<file path="src/rtl/i2c_bus_arbiter_pkg.sv">
// Purpose : shared types, widths and round-robin helper for the I2C bus arbiter.
// Contents: arbiter FSM state type, requester id type, address/data widths,
//           rr_pick() winner selection.
package i2c_bus_arbiter_pkg;

  localparam int unsigned I2C_ADDR_W = 7;
  localparam int unsigned I2C_DATA_W = 8;

  typedef enum logic [1:0] {
    ST_IDLE,
    ST_LAUNCH,
    ST_WAIT,
    ST_COMPLETE
  } state_t;

  typedef enum logic {
    REQ_A,
    REQ_B
  } req_t;

  // Winner among the active requesters; on contention the one not served last.
  // Only meaningful when at least one request is high.
  function automatic req_t rr_pick(input logic req_a, input logic req_b, input req_t last);
    if (req_a && req_b) begin
      return (last == REQ_A) ? REQ_B : REQ_A;
    end else if (req_a) begin
      return REQ_A;
    end else begin
      return REQ_B;
    end
  endfunction

endpackage

</file>
<file path="src/rtl/i2c_bus_arbiter_if.sv">
// Purpose : bundles the requester-side and controller-side signals of the
//           I2C bus arbiter.
// Modports: slave  - the arbiter (takes requests and controller status,
//                    drives grants/results and controller commands)
//           master - the environment (requesters A/B plus I2C_Controller)
// Signals : ReqA/B, AddrA/B, RwA/B, WrDataA/B   requester transactions
//           GrantA/B, DoneA/B, RdData, Error    requester results
//           CtrlGo, CtrlAddr, CtrlRw, CtrlWrData controller command
//           CtrlBusy, CtrlDone, CtrlRdData      controller status
interface i2c_bus_arbiter_if
  import i2c_bus_arbiter_pkg::*;
#(
  parameter int unsigned ADDR_W = I2C_ADDR_W
);

  logic                  ReqA;
  logic                  ReqB;
  logic [ADDR_W-1:0]     AddrA;
  logic [ADDR_W-1:0]     AddrB;
  logic                  RwA;
  logic                  RwB;
  logic [I2C_DATA_W-1:0] WrDataA;
  logic [I2C_DATA_W-1:0] WrDataB;
  logic                  GrantA;
  logic                  GrantB;
  logic                  DoneA;
  logic                  DoneB;
  logic [I2C_DATA_W-1:0] RdData;
  logic                  Error;
  logic                  CtrlGo;
  logic [ADDR_W-1:0]     CtrlAddr;
  logic                  CtrlRw;
  logic [I2C_DATA_W-1:0] CtrlWrData;
  logic                  CtrlBusy;
  logic                  CtrlDone;
  logic [I2C_DATA_W-1:0] CtrlRdData;

  modport slave (
    input  ReqA, ReqB, AddrA, AddrB, RwA, RwB, WrDataA, WrDataB,
    input  CtrlBusy, CtrlDone, CtrlRdData,
    output GrantA, GrantB, DoneA, DoneB, RdData, Error,
    output CtrlGo, CtrlAddr, CtrlRw, CtrlWrData
  );

  modport master (
    output ReqA, ReqB, AddrA, AddrB, RwA, RwB, WrDataA, WrDataB,
    output CtrlBusy, CtrlDone, CtrlRdData,
    input  GrantA, GrantB, DoneA, DoneB, RdData, Error,
    input  CtrlGo, CtrlAddr, CtrlRw, CtrlWrData
  );

endinterface

</file>
<file path="src/rtl/i2c_bus_arbiter_timeout_counter.sv">
// Purpose : saturating cycle counter bounding how long the arbiter waits for
//           the I2C controller.
// Ports   : clock      in  system clock
//           Reset      in  asynchronous active-low reset
//           i_clear    in  restart count from zero (wins over enable)
//           i_enable   in  count one cycle
//           o_terminal out count has reached TIMEOUT_CYCLES-1 (holds there)
module i2c_timeout_counter #(
  parameter int unsigned TIMEOUT_CYCLES = 4096
) (
  input  logic clock,
  input  logic Reset,
  input  logic i_clear,
  input  logic i_enable,
  output logic o_terminal
);

  localparam int unsigned      CNT_W = (TIMEOUT_CYCLES > 1) ? $clog2(TIMEOUT_CYCLES) : 1;
  localparam logic [CNT_W-1:0] TERM  = CNT_W'(TIMEOUT_CYCLES - 1);

  logic [CNT_W-1:0] r_count;

  assign o_terminal = (r_count == TERM);

  always_ff @(posedge clock or negedge Reset) begin
    if (!Reset) begin
      r_count <= '0;
    end else if (i_clear) begin
      r_count <= '0;
    end else if (i_enable && !o_terminal) begin
      r_count <= r_count + 1'b1;
    end
  end

endmodule

</file>
<file path="src/rtl/i2c_bus_arbiter.sv">
// Purpose : shares one I2C_Controller between requester A (config loader) and
//           requester B (sensor poller). Round-robin grant, latches the
//           winner's transaction, pulses CtrlGo once, waits for CtrlDone or a
//           timeout and returns RdData/Error with a one-cycle Done pulse.
// Ports   : clock  in  system clock, rising edge
//           Reset  in  asynchronous active-low reset
//           arb    slave modport of i2c_bus_arbiter_if (requests, grants,
//                  results and the controller command/status handshake)
// All interface outputs come straight from registers.
module i2c_bus_arbiter
  import i2c_bus_arbiter_pkg::*;
#(
  parameter int unsigned TIMEOUT_CYCLES = 4096,
  parameter int unsigned ADDR_W         = I2C_ADDR_W
) (
  input  logic            clock,
  input  logic            Reset,
  i2c_bus_arbiter_if.slave arb
);

  state_t                r_state,     w_state_nxt;
  req_t                  r_winner,    w_winner_nxt;
  req_t                  r_last,      w_last_nxt;
  req_t                  w_pick;
  logic                  r_grant_a,   w_grant_a_nxt;
  logic                  r_grant_b,   w_grant_b_nxt;
  logic                  r_done_a,    w_done_a_nxt;
  logic                  r_done_b,    w_done_b_nxt;
  logic [I2C_DATA_W-1:0] r_rd_data,   w_rd_data_nxt;
  logic                  r_error,     w_error_nxt;
  logic                  r_ctrl_go,   w_ctrl_go_nxt;
  logic [ADDR_W-1:0]     r_ctrl_addr, w_ctrl_addr_nxt;
  logic                  r_ctrl_rw,   w_ctrl_rw_nxt;
  logic [I2C_DATA_W-1:0] r_ctrl_wr,   w_ctrl_wr_nxt;
  logic                  w_tmr_clear;
  logic                  w_tmr_enable;
  logic                  w_tmr_terminal;

  i2c_timeout_counter #(
    .TIMEOUT_CYCLES(TIMEOUT_CYCLES)
  ) u_timeout (
    .clock      (clock),
    .Reset      (Reset),
    .i_clear    (w_tmr_clear),
    .i_enable   (w_tmr_enable),
    .o_terminal (w_tmr_terminal)
  );

  assign arb.GrantA     = r_grant_a;
  assign arb.GrantB     = r_grant_b;
  assign arb.DoneA      = r_done_a;
  assign arb.DoneB      = r_done_b;
  assign arb.RdData     = r_rd_data;
  assign arb.Error      = r_error;
  assign arb.CtrlGo     = r_ctrl_go;
  assign arb.CtrlAddr   = r_ctrl_addr;
  assign arb.CtrlRw     = r_ctrl_rw;
  assign arb.CtrlWrData = r_ctrl_wr;

  always_ff @(posedge clock or negedge Reset) begin
    if (!Reset) begin
      r_state     <= ST_IDLE;
      r_winner    <= REQ_A;
      r_last      <= REQ_B;   // A wins the first contention after reset
      r_grant_a   <= 1'b0;
      r_grant_b   <= 1'b0;
      r_done_a    <= 1'b0;
      r_done_b    <= 1'b0;
      r_rd_data   <= '0;
      r_error     <= 1'b0;
      r_ctrl_go   <= 1'b0;
      r_ctrl_addr <= '0;
      r_ctrl_rw   <= 1'b0;
      r_ctrl_wr   <= '0;
    end else begin
      r_state     <= w_state_nxt;
      r_winner    <= w_winner_nxt;
      r_last      <= w_last_nxt;
      r_grant_a   <= w_grant_a_nxt;
      r_grant_b   <= w_grant_b_nxt;
      r_done_a    <= w_done_a_nxt;
      r_done_b    <= w_done_b_nxt;
      r_rd_data   <= w_rd_data_nxt;
      r_error     <= w_error_nxt;
      r_ctrl_go   <= w_ctrl_go_nxt;
      r_ctrl_addr <= w_ctrl_addr_nxt;
      r_ctrl_rw   <= w_ctrl_rw_nxt;
      r_ctrl_wr   <= w_ctrl_wr_nxt;
    end
  end

  // Next-state and next-output logic. Done/RdData/Error are loaded on the
  // edge that enters COMPLETE so the Done pulse occupies the COMPLETE cycle.
  always_comb begin
    w_state_nxt     = r_state;
    w_winner_nxt    = r_winner;
    w_last_nxt      = r_last;
    w_grant_a_nxt   = r_grant_a;
    w_grant_b_nxt   = r_grant_b;
    w_done_a_nxt    = 1'b0;
    w_done_b_nxt    = 1'b0;
    w_rd_data_nxt   = r_rd_data;
    w_error_nxt     = r_error;
    w_ctrl_go_nxt   = 1'b0;
    w_ctrl_addr_nxt = r_ctrl_addr;
    w_ctrl_rw_nxt   = r_ctrl_rw;
    w_ctrl_wr_nxt   = r_ctrl_wr;
    w_tmr_clear     = 1'b0;
    w_tmr_enable    = 1'b0;
    w_pick          = rr_pick(arb.ReqA, arb.ReqB, r_last);

    case (r_state)
      ST_IDLE: begin
        if (arb.ReqA || arb.ReqB) begin
          w_winner_nxt = w_pick;
          w_state_nxt  = ST_LAUNCH;
          if (w_pick == REQ_A) begin
            w_grant_a_nxt   = 1'b1;
            w_ctrl_addr_nxt = arb.AddrA;
            w_ctrl_rw_nxt   = arb.RwA;
            w_ctrl_wr_nxt   = arb.WrDataA;
          end else begin
            w_grant_b_nxt   = 1'b1;
            w_ctrl_addr_nxt = arb.AddrB;
            w_ctrl_rw_nxt   = arb.RwB;
            w_ctrl_wr_nxt   = arb.WrDataB;
          end
        end
      end

      ST_LAUNCH: begin
        if (!arb.CtrlBusy) begin
          w_ctrl_go_nxt = 1'b1;
          w_tmr_clear   = 1'b1;
          w_state_nxt   = ST_WAIT;
        end
      end

      ST_WAIT: begin
        w_tmr_enable = 1'b1;
        // CtrlDone is tested first so it wins a same-cycle timeout.
        if (arb.CtrlDone || w_tmr_terminal) begin
          w_state_nxt   = ST_COMPLETE;
          w_rd_data_nxt = arb.CtrlDone ? arb.CtrlRdData : '0;
          w_error_nxt   = !arb.CtrlDone;
          if (r_winner == REQ_A) begin
            w_done_a_nxt = 1'b1;
          end else begin
            w_done_b_nxt = 1'b1;
          end
        end
      end

      ST_COMPLETE: begin
        w_grant_a_nxt = 1'b0;
        w_grant_b_nxt = 1'b0;
        w_last_nxt    = r_winner;
        w_state_nxt   = ST_IDLE;
      end

      default: begin
        w_state_nxt = ST_IDLE;
      end
    endcase
  end

endmodule

</file>
<file path="src/flat_wrapper.sv">
// flat-port wrapper written by rule: the top's interface ports become plain ports
module i2c_bus_arbiter_flat import i2c_bus_arbiter_pkg::*;
#(
  parameter int unsigned TIMEOUT_CYCLES = 4096,
  parameter int unsigned ADDR_W         = I2C_ADDR_W
)
  (clock, Reset, arb_ReqA, arb_ReqB, arb_AddrA, arb_AddrB, arb_RwA, arb_RwB, arb_WrDataA, arb_WrDataB, arb_CtrlBusy, arb_CtrlDone, arb_CtrlRdData, arb_GrantA, arb_GrantB, arb_DoneA, arb_DoneB, arb_RdData, arb_Error, arb_CtrlGo, arb_CtrlAddr, arb_CtrlRw, arb_CtrlWrData);
  i2c_bus_arbiter_if #(.ADDR_W(ADDR_W)) arb_i ();
  input  logic clock;
  input  logic Reset;
  input wire logic [$bits(arb_i.ReqA)-1:0] arb_ReqA;
  input wire logic [$bits(arb_i.ReqB)-1:0] arb_ReqB;
  input wire logic [$bits(arb_i.AddrA)-1:0] arb_AddrA;
  input wire logic [$bits(arb_i.AddrB)-1:0] arb_AddrB;
  input wire logic [$bits(arb_i.RwA)-1:0] arb_RwA;
  input wire logic [$bits(arb_i.RwB)-1:0] arb_RwB;
  input wire logic [$bits(arb_i.WrDataA)-1:0] arb_WrDataA;
  input wire logic [$bits(arb_i.WrDataB)-1:0] arb_WrDataB;
  input wire logic [$bits(arb_i.CtrlBusy)-1:0] arb_CtrlBusy;
  input wire logic [$bits(arb_i.CtrlDone)-1:0] arb_CtrlDone;
  input wire logic [$bits(arb_i.CtrlRdData)-1:0] arb_CtrlRdData;
  output wire logic [$bits(arb_i.GrantA)-1:0] arb_GrantA;
  output wire logic [$bits(arb_i.GrantB)-1:0] arb_GrantB;
  output wire logic [$bits(arb_i.DoneA)-1:0] arb_DoneA;
  output wire logic [$bits(arb_i.DoneB)-1:0] arb_DoneB;
  output wire logic [$bits(arb_i.RdData)-1:0] arb_RdData;
  output wire logic [$bits(arb_i.Error)-1:0] arb_Error;
  output wire logic [$bits(arb_i.CtrlGo)-1:0] arb_CtrlGo;
  output wire logic [$bits(arb_i.CtrlAddr)-1:0] arb_CtrlAddr;
  output wire logic [$bits(arb_i.CtrlRw)-1:0] arb_CtrlRw;
  output wire logic [$bits(arb_i.CtrlWrData)-1:0] arb_CtrlWrData;
  assign arb_i.ReqA = arb_ReqA;
  assign arb_i.ReqB = arb_ReqB;
  assign arb_i.AddrA = arb_AddrA;
  assign arb_i.AddrB = arb_AddrB;
  assign arb_i.RwA = arb_RwA;
  assign arb_i.RwB = arb_RwB;
  assign arb_i.WrDataA = arb_WrDataA;
  assign arb_i.WrDataB = arb_WrDataB;
  assign arb_i.CtrlBusy = arb_CtrlBusy;
  assign arb_i.CtrlDone = arb_CtrlDone;
  assign arb_i.CtrlRdData = arb_CtrlRdData;
  assign arb_GrantA = arb_i.GrantA;
  assign arb_GrantB = arb_i.GrantB;
  assign arb_DoneA = arb_i.DoneA;
  assign arb_DoneB = arb_i.DoneB;
  assign arb_RdData = arb_i.RdData;
  assign arb_Error = arb_i.Error;
  assign arb_CtrlGo = arb_i.CtrlGo;
  assign arb_CtrlAddr = arb_i.CtrlAddr;
  assign arb_CtrlRw = arb_i.CtrlRw;
  assign arb_CtrlWrData = arb_i.CtrlWrData;
  i2c_bus_arbiter #(.TIMEOUT_CYCLES(TIMEOUT_CYCLES), .ADDR_W(ADDR_W)) u_core (.clock(clock), .Reset(Reset), .arb(arb_i));
endmodule
</file>
<file path="config.mk">
export PLATFORM = sky130hd
export DESIGN_NAME = i2c_bus_arbiter_flat
export DESIGN_NICKNAME = d
export VERILOG_FILES = /design/src/rtl/i2c_bus_arbiter_pkg.sv /design/src/rtl/i2c_bus_arbiter_if.sv /design/src/rtl/i2c_bus_arbiter_timeout_counter.sv /design/src/rtl/i2c_bus_arbiter.sv /design/src/flat_wrapper.sv
export SDC_FILE = /design/constraint.sdc
export NUM_CORES = 1
export LEC_CHECK = 0
export BUFFER_PORTS_ARGS = -buffer_cell sky130_fd_sc_hd__buf_4
export CAP_MARGIN = 40
export CORE_ASPECT_RATIO = 0.6
export CORE_MARGIN = 4
export CORE_UTILIZATION = 49
export DETAILED_ROUTE_END_ITERATION = 8
export GPL_TIMING_DRIVEN = 0
export HOLD_SLACK_MARGIN = 0.06
export MAX_ROUTING_LAYER = met4
export PLACE_DENSITY = 0.85
export SETUP_SLACK_MARGIN = 0.1
export SLEW_MARGIN = 20
export SYNTH_ARGS = -nofsm -noshare
export SYNTH_HDL_FRONTEND = slang
export SYNTH_SLANG_ARGS = --single-unit
</file>
<file path="constraint.sdc">
create_clock -name clock -period 2.1 [get_ports clock]
set_clock_uncertainty 0.05 [all_clocks]
set_input_delay 0.21 -clock clock [delete_from_list [all_inputs] [get_ports clock]]
set_output_delay 0.21 -clock clock [all_outputs]
set_load 0.1 [all_outputs]
</file>
==> results by group <==
Detailed routing
  – Routed Antenna Nets: 0
  – 1st-iter DRT viols: 137
  – Mean number of vias per cell: 5.274
  – WL per Instance: 15.33 µm
  – First-pass iteration count of the detailed router: 4
  – DR vias: 1809
  – Residual DRC: 0
  – Wirelength, routed: 5.257 mm

Placed design
  – Global placement routability congestion: 0.7705
  – HPWL Detailed: 3.862 mm
  – Worst slack, placed: -0.05817 ns
  – IO Port Bufs: 75

Worst setup path
  – Critical path origin: u_core.u_timeout.r_count[0]
  – Worst EP required: 2.24 ns
  – Reg2Reg Launch Point: u_core.u_timeout.r_count[0]
  – Worst R2R Path Depth: 5
  – CP max FO: 8
  – Type of origin of the critical path: flip-flop
  – Crit path DAT: 2.10 ns
  – Worst flop-to-flop path endpoint: u_core.r_state[1]
  – FF-to-FF setup slack: 0.14 ns
  – CP Capture Type: flip-flop
  – Crit Path Class: reg2reg

Run status
  – Status: complete, no violations

Hold path
  – WHS Path Cells: 2
  – HP Start: arb_CtrlRdData[3]
  – Hold endpoint: u_core.arb.RdData[3]
  – Hold Path Class: in2reg

Timing
  – Period utilization: 93.31%
  – Fin worst setup slack: 0.1405 ns
  – Max frequency: 510.3 MHz
  – Number of setup violations in the final report: 0
  – RSZ-0062 raised after global routing: false
  – Max_slew headroom: 61.40%
  – Final min period: 1.960 ns
  – Pins over their slew limit: 0
  – Final Hold Viols: 0
  – Worst slew pin tran: 0.5752 ns
  – Min Hold Slack: 0.06770 ns

Logic synthesis
  – Synth top cells by count: dfrtp_1 (45), nand2_1 (36), a22oi_1 (16), nor2_1 (10), inv_1 (9)
  – EDFF count, synth: 0
  – Post-Syn Nets: 251
  – Synth area leaders: dfrtp_1 (54%), nand2_1 (6.4%), a22oi_1 (5.7%)
  – Most instantiated library cell after synthesis: dfrtp_1
  – Yosys warns: 0
  – Average size of a mapped cell: 10.56 µm²
  – Instance count of the mapped netlist: 199
  – Synth Flop Type: dfrtp_1
  – Synth Cell Area: 2102 µm²
  – Yosys cell types: 41
  – Seq/Total Area, Yosys: 54.82%
  – Dominant cell type by area after synthesis: dfrtp_1
  – Synth top area share: 53.57%
  – Synthesized flop and latch total: 46
  – Ys async rst share: 100.0%

GRT
  – Initial antenna violation count: 0
  – Vias in the first global route: 1740
  – First-pass GRT wire length: 8.597 mm
  – Largest net degree at the start of global routing: 47
  – All-Layer GR Usage: 20.98%
  – Total gr overflow: 0

Die
  – Core footprint: 4121 µm²
  – Num ports: 76
  – Chip width: 92.56 µm
  – FP Rows: 18
  – Die ar.: 5436 µm²
  – Die height: 58.74 µm
  – Initial core utilization: 51.00%

Clock network
  – CTS tree: yes
  – Reg clk slew, reported paths: 0.09 ns
  – # H-tree levels: 2
  – CTS max path bufs: 2
  – Root Buffer: clkbuf_8
  – CTS Buf Count: 5
  – Clock Sinks: 46
  – Post-CTS setup buffers: 0
  – Worst skew pair latency: 0.30 ns

Flow run
  – Max-cap violations: 0

Cells and area
  – Nets: 334
  – ANT cells: 0
  – Share of layout cells above drive strength 1: 34.98%
  – Synth-to-layout area growth: 37.26%
## critical path: stages, from the launching register on
cell,delay [ns]
dfrtp_1,0.40
ha_2,0.23
nand4_4,0.16
or3_4,0.40
a31oi_2,0.25
mux2_1,0.35
## registers in the layout, summed over array words and instances, names as in the netlist
name and count:
u_core.arb.RdData 8, u_core.u_timeout.r_count 12, u_core.arb.GrantB 1, u_core.r_state 2, u_core.r_last 1, u_core.arb.CtrlAddr 7
u_core.r_winner 1, u_core.arb.CtrlRw 1, u_core.arb.CtrlGo 1, u_core.arb.DoneB 1, u_core.arb.Error 1, u_core.arb.CtrlWrData 8
u_core.arb.DoneA 1, u_core.arb.GrantA 1
## repair_timing
| item | in CTS | in global routing |
|---|---|---|
| setup endpoints to repair | 10 | 16 |
| endpoints found under the hold margin | 45 | 0 |
| resized for setup | 1 | 6 |
| hold buffers | 1 | 0 |
## cell families after synthesis
logic type	Yosys count	synth area share (%)
fa+ha+maj	6	3.571
compound gates	57	19.52
mux	3	1.488
simple gates	66	15.54
flops	46	54.82
xor+xnor	4	1.666
buf+inv	17	3.393
## through the flow
| step | util (%) | cells | TNS (ns) | instance area [µm²] |
|---|---|---|---|---|
| floorplan | - | 199 | 0 | 2102 |
| global placement | 66.48 | 334 | 0 | 2740 |
| detailed placement | 66.48 | 334 | -0.3740 | 2740 |
| CTS | 69.40 | 343 | 0 | 2860 |
| global route | 70.01 | 343 | 0 | 2885 |
| finish | 70.01 | 343 | 0 | 2885 |
## layer usage
layer,vias to the layer above,routed length [µm],track usage (%)
li1,885,-,-
met1,859,2428,29.27
met2,60,2490,30.93
met3,5,287,4.725
met4,0,52,6.342
met5,-,0,-
## worst max path at each step
stage / end / slack (ns) / cells past startpoint
floorplan: u_core.r_state[1] / 0.29 / 5
global placement: u_core.arb.CtrlWrData[2] / 0.03 / 7
detailed placement: u_core.arb.CtrlWrData[6] / -0.06 / 7
CTS: u_core.u_timeout.r_count[5] / 0.11 / 6
global route: u_core.r_state[1] / 0.09 / 5
finish: u_core.r_state[1] / 0.14 / 5
## cells in the final DEF, fill, tap and decap left out, types with 2 or more instances in the layout
| master | netlist | layout |
|---|---|---|
| xor2_1 | 4 | 4 |
| nand3_1 | 4 | 4 |
| and2_1 | 2 | 2 |
| a21oi_1 | 7 | 7 |
| buf_2 | 2 | 2 |
| ha_1 | 6 | 5 |
| o21ai_2 | 1 | 2 |
| mux2i_1 | 2 | 2 |
| clkbuf_8 | 0 | 7 |
| and3_1 | 3 | 3 |
| a22o_1 | 8 | 8 |
| o21ai_0 | 5 | 5 |
| o31ai_1 | 4 | 4 |
| clkbuf_1 | 5 | 5 |
| dfrtp_1 | 45 | 45 |
| a22oi_1 | 16 | 16 |
| buf_4 | 0 | 75 |
| inv_1 | 9 | 9 |
| o2111ai_1 | 2 | 2 |
| nor2_1 | 10 | 10 |
| nand2_1 | 36 | 36 |
| a31oi_1 | 3 | 2 |
| a211oi_1 | 3 | 2 |
| o2bb2ai_1 | 2 | 2 |
| nand4_4 | 1 | 2 |
## area by class of cell
type / count / area, µm²
Fill cell: 326 / 1236
Inverter: 9 / 33.78
Clock inverter: 1 / 8.758
Multi-Input combinational cell: 136 / 912.1
Clock buffer: 7 / 96.34
Buffer: 8 / 33.78
Tap cell: 60 / 75.07
Timing Repair Buffer: 76 / 573.1
Sequential cell: 46 / 1152
Power is left out: the tool's default activity adds up to more than one toggle a clock period on the data nets, which glitch-free logic cannot reach.
